===== src/rtl/mem_transfer_reader_a.sv =====
// mem_transfer_reader_a
// Holds a small local memory (MemA). In IDLE it can be loaded one word per
// LoadEn strobe. On Start it streams every word, in address order, to a
// B-side write counter. The B side can stall the stream with Hold.
//
// State table
//   state | meaning
//   IDLE  | loading MemA on LoadEn; B address held cleared
//   XFER  | streaming MemA[AddrA] to B; Hold stalls the stream
//   DONE  | one-cycle completion pulse, B held
//
// Ports
//   clock    : single clock, rising edge
//   Reset    : synchronous, active-high; does not touch MemA contents
//   LoadEn   : writes DataInA to MemA[AddrA] and advances AddrA (IDLE only)
//   DataInA  : load data for MemA
//   Start    : single-cycle transfer request (IDLE only, wins over LoadEn)
//   Hold     : B-side stall request during XFER
//   DataOutB : word presented to B
//   WEB      : B write enable
//   IncB     : B control (WEB/IncB = 1/0 write+inc, 0/1 hold, 0/0 clear)
//   AddrA    : current MemA address
//   Busy     : high while in XFER
//   Done     : one-cycle completion pulse
module mem_transfer_reader_a #(
   parameter int DATA_W = 8,
   parameter int ADDR_W = 2
) (
   input  logic              clock,
   input  logic              Reset,
   input  logic              LoadEn,
   input  logic [DATA_W-1:0] DataInA,
   input  logic              Start,
   input  logic              Hold,
   output logic [DATA_W-1:0] DataOutB,
   output logic              WEB,
   output logic              IncB,
   output logic [ADDR_W-1:0] AddrA,
   output logic              Busy,
   output logic              Done
);

   localparam int DEPTH = 2 ** ADDR_W;
   localparam logic [ADDR_W-1:0] LAST_ADDR = '1;

   typedef enum logic [1:0] {
      IDLE = 2'd0,
      XFER = 2'd1,
      DONE = 2'd2
   } state_t;

   state_t            state;
   state_t            nextState;
   logic [ADDR_W-1:0] nextAddr;
   logic              memWe;
   logic [DATA_W-1:0] MemA [DEPTH];

   always_ff @(posedge clock) begin
      if (Reset) begin
         state <= IDLE;
         AddrA <= '0;
      end else begin
         state <= nextState;
         AddrA <= nextAddr;
      end
   end

   // No reset on the array: contents must survive Reset.
   always_ff @(posedge clock) begin
      if (memWe) begin
         MemA[AddrA] <= DataInA;
      end
   end

   always_comb begin
      nextState = state;
      nextAddr  = AddrA;
      memWe     = 1'b0;
      DataOutB  = '0;
      WEB       = 1'b0;
      IncB      = 1'b0;
      Busy      = 1'b0;
      Done      = 1'b0;

      case (state)
         IDLE: begin
            if (Start) begin
               nextAddr  = '0;
               nextState = XFER;
            end else if (LoadEn) begin
               memWe    = ~Reset;
               nextAddr = AddrA + ADDR_W'(1);
            end
         end
         XFER: begin
            if (!Hold) begin
               if (AddrA == LAST_ADDR) begin
                  nextAddr  = '0;
                  nextState = DONE;
               end else begin
                  nextAddr = AddrA + ADDR_W'(1);
               end
            end
         end
         DONE: begin
            nextState = IDLE;
         end
         default: begin
            nextState = IDLE;
            nextAddr  = '0;
         end
      endcase

      // While Reset is asserted the outputs already look like IDLE, so an
      // aborted transfer never emits a write or a Done in the reset cycle.
      if (!Reset) begin
         case (state)
            XFER: begin
               Busy     = 1'b1;
               DataOutB = MemA[AddrA];
               if (Hold) begin
                  IncB = 1'b1;
               end else begin
                  WEB = 1'b1;
               end
            end
            DONE: begin
               Done = 1'b1;
               IncB = 1'b1;
            end
            default: begin
            end
         endcase
      end
   end

endmodule


===== config.mk =====
export PLATFORM = sky130hd
export DESIGN_NAME = mem_transfer_reader_a
export DESIGN_NICKNAME = d
export VERILOG_FILES = /design/src/rtl/mem_transfer_reader_a.sv
export SDC_FILE = /design/constraint.sdc
export NUM_CORES = 1
export LEC_CHECK = 0
export CAP_MARGIN = 40
export CORE_ASPECT_RATIO = 1.25
export CORE_MARGIN = 10
export CORE_UTILIZATION = 56
export DETAILED_ROUTE_END_ITERATION = 8
export PLACE_DENSITY = 0.8
export SLEW_MARGIN = 20
export SYNTH_ARGS = -nofsm -noshare
export SYNTH_HDL_FRONTEND = slang
export SYNTH_SLANG_ARGS = --single-unit

===== constraint.sdc =====
create_clock -name clock -period 4 [get_ports clock]
set_input_delay 0.8 -clock clock [delete_from_list [all_inputs] [get_ports clock]]
set_output_delay 0.8 -clock clock [all_outputs]
set_load 0.1 [all_outputs]

==> impl_metrics.yaml <==
run_status:
  status: "finished, final reports clean"
sta:
  slew_viol_final: 0
  whs_ns: 0.5591
  setup_ws_ns: 0.8964
  setup_viol: 0
  finalSetupTns_ns: 0
  slew_headroom_pct: 65.23
  worstMarginPinSlew_ns: 0.5208
  rsz0062_at_grt: "false"
  fmax_ghz: 0.3222
  min_period_over_period_pct: 77.59
  clock-skew-final_ns: 0.01360
  period_needed_ns: 3.104
  hold_viol: 0
yosys:
  synth_area_um2: 1648
  synth-edff-count: 32
  synthMostInstantiatedCell: "edfxtp_1"
  synth_top_cell_area_share_pct: 58.31
  synth_warnings: 0
  ys_ff_latch: 38
  syn_inst: 99
  synth_top_cell_by_area: "edfxtp_1"
  synth_common_cells: "32 x edfxtp_1, 13 x nor2b_1, 8 x ha_1, 8 x mux4_2, 6 x dfxtp_1"
  postSynthAreaPerCell_um2: 16.64
  synth_cell_types: 21
  syn_nets: 120
  synthFlopType: "edfxtp_1"
  async_reset_ff_share_pct: 0
  synth.yosys.seq_area_share_pct: 65.60
  synth.top_cells.by_area: "edfxtp_1 58%, mux4_2 11%, dfxtp_1 7.3%, ha_1 6.1%, nor2b_1 4.9%"
route:
  vias_per_cell: 5.512
  vias: 915
  ant_nets: 0
  drt_drc_violations_left: 0
  wire_per_inst_um: 17.22
  first_iter_violations: 13
  routed_wl_mm: 2.858
  dr.pass1.iters: 4
cells_and_area:
  finalNonFillerCells: 166
  multi_input_area_um2: 545.5
  regArea_um2: 1081
  syn2layout_area_growth_pct: 22.10
  n_antenna_cell: 0
  fillCellCount: 183
  drive_above_1_share_pct: 26.52
  nNetsFinal: 152
setup_path:
  startpoint: "Reset"
  timing.rr.start: "state[1]$_SDFFE_PP0P_"
  reg2reg_depth: 5
  crit_path_end: "DataOutB[7]"
  timing.rr.end: "MemA[0][0]$_DFFE_PP_"
  start_kind: "input pin"
  path_max_fanout: 10
  rrSetupSlack_ns: 1.96
  critPathKind: "input pin to output port"
  cp.arrival_ns: 2.30
  crit_required_ns: 3.20
  endpoint_kind: "output port"
placement:
  place_inst: 158
  dp_slack_ns: 0.8944
  gp_congestion: 0.7315
  dp_hpwl_mm: 2.129
  port_buffers: 26
grt:
  grt_pass1_vias: 997
  grt_pass1_wl_mm: 4.781
  grt.total_usage_pct: 11.61
  antenna_found_initial: 0
  grt_overflow_total: 0
  grt_max_degree: 13
power:
  total_power_uw: 801.1
  vdd.ir_drop.worst_uv: 279.1
  p_leak_uw: 0.0007084
  powerDensity_nw_per_um2: 398.2
floorplanning:
  die_y_um: 80.65
  die_area_um2: 5526
  start_util_pct: 59.73
  ioPinCount: 27
  die-width_um: 68.52
  core_um2: 2759
  rows: 21
clocking:
  cts_buffers: 5
  cts_tree: "done"
  cts_resized: 0
  cts.sinks: 38
  clock_path_buffers: 2
  clkLatencyLatePin_ns: 0.34
  cts_max_level: 2
  path_clk_slew_ns: 0.10
  cts_hold_buffers: 0
  cts_setup_buffers: 0
  root_buffer: "clkbuf_4"
worst_hold_path:
  min_path_type: "register to register"
job:
  drv_cap: 0
==> worst min path at each step <==
stage | from | to | cells after the start
5_1_grt | state[0]$_SDFFE_PP0P_ | state[0]$_SDFFE_PP0P_ | 2
3_5_place_dp | state[1]$_SDFFE_PP0P_ | state[1]$_SDFFE_PP0P_ | 2
3_3_place_gp | state[1]$_SDFFE_PP0P_ | state[1]$_SDFFE_PP0P_ | 2
4_1_cts | state[1]$_SDFFE_PP0P_ | state[1]$_SDFFE_PP0P_ | 2
6_report | state[1]$_SDFFE_PP0P_ | state[1]$_SDFFE_PP0P_ | 2
2_1_floorplan | state[0]$_SDFFE_PP0P_ | state[0]$_SDFFE_PP0P_ | 2
==> cells by family after synthesis <==
group                    synth area share, %
AO/OA/AOI/OAI                          6.453
adder cells (fa/ha/maj)                6.075
buffers and inverters                  1.898
flip-flops                             65.60
multiplexers                           10.93
AND/OR/NAND/NOR                        9.035
==> layer usage <==
layer	GRT usage [%]	vias to the layer above	routed length, um
met5	0	-	0
met4	4.234	0	37
met3	4.861	5	229
met2	19.32	30	1462
met1	12.70	440	1129
li1	-	440	-
==> cell type report <==
| cell class | count | area share, % |
|---|---|---|
| Tap cell | 34 | 2.114 |
| Sequential cell | 38 | 53.73 |
| Inverter | 5 | 0.9328 |
| Clock inverter | 2 | 0.6219 |
| Multi-Input combinational cell | 53 | 27.11 |
| Clock buffer | 6 | 2.550 |
| Timing Repair Buffer | 28 | 12.94 |
==> through the flow <==
stage               instance area [um2]  utilization (%)
CTS                                2012            72.93
detailed placement                 1948            70.61
finish                             2012            72.93
floorplan                          1658                -
global placement                   1918            69.52
global route                       2012            72.93
==> critical path: stages <==
cell and delay (ns):
clkdlybuf4s50_1 0.59, nand2b_1 0.40, nor2b_1 0.20, buf_4 0.31
==> layout by cell type, fill, tap and decap left out <==
cell type        instances
a41o_1                   1
or3b_4                   1
nor2b_2                  2
nor3b_2                  1
nor3b_1                  1
buf_8                    2
nor2b_1                 11
clkinv_2                 1
buf_4                   12
o21a_1                   1
ha_1                     8
dfxtp_1                  6
mux4_2                   8
a211oi_1                 2
nor2_1                   1
inv_1                    5
clkbuf_4                 5
o21ba_1                  2
clkdlybuf4s50_1         14
o2111a_1                 1
a211oi_2                 1
o21ai_0                  3
and2_1                   4
clkbuf_8                 1
edfxtp_1                32
a21oi_1                  3
nand2b_1                 2
clkinvlp_4               1
==> where the power goes <==
part / total (uW) / switching, uW / internal (uW) / leakage (uW)
sequential: 451 / 12.4 / 438 / 0.000338
clock: 205 / 120 / 84.5 / 0.0000343
combinational: 146 / 86.7 / 58.9 / 0.000336
total: 801 / 219 / 582 / 0.000708
==> state kept, by name (all words and copies together) (netlist names), named ones only <==
| signal | cells |
|---|---|
| MemA | 32 |
| AddrA | 2 |
| state | 2 |
Power figures use the tool's default switching activity.
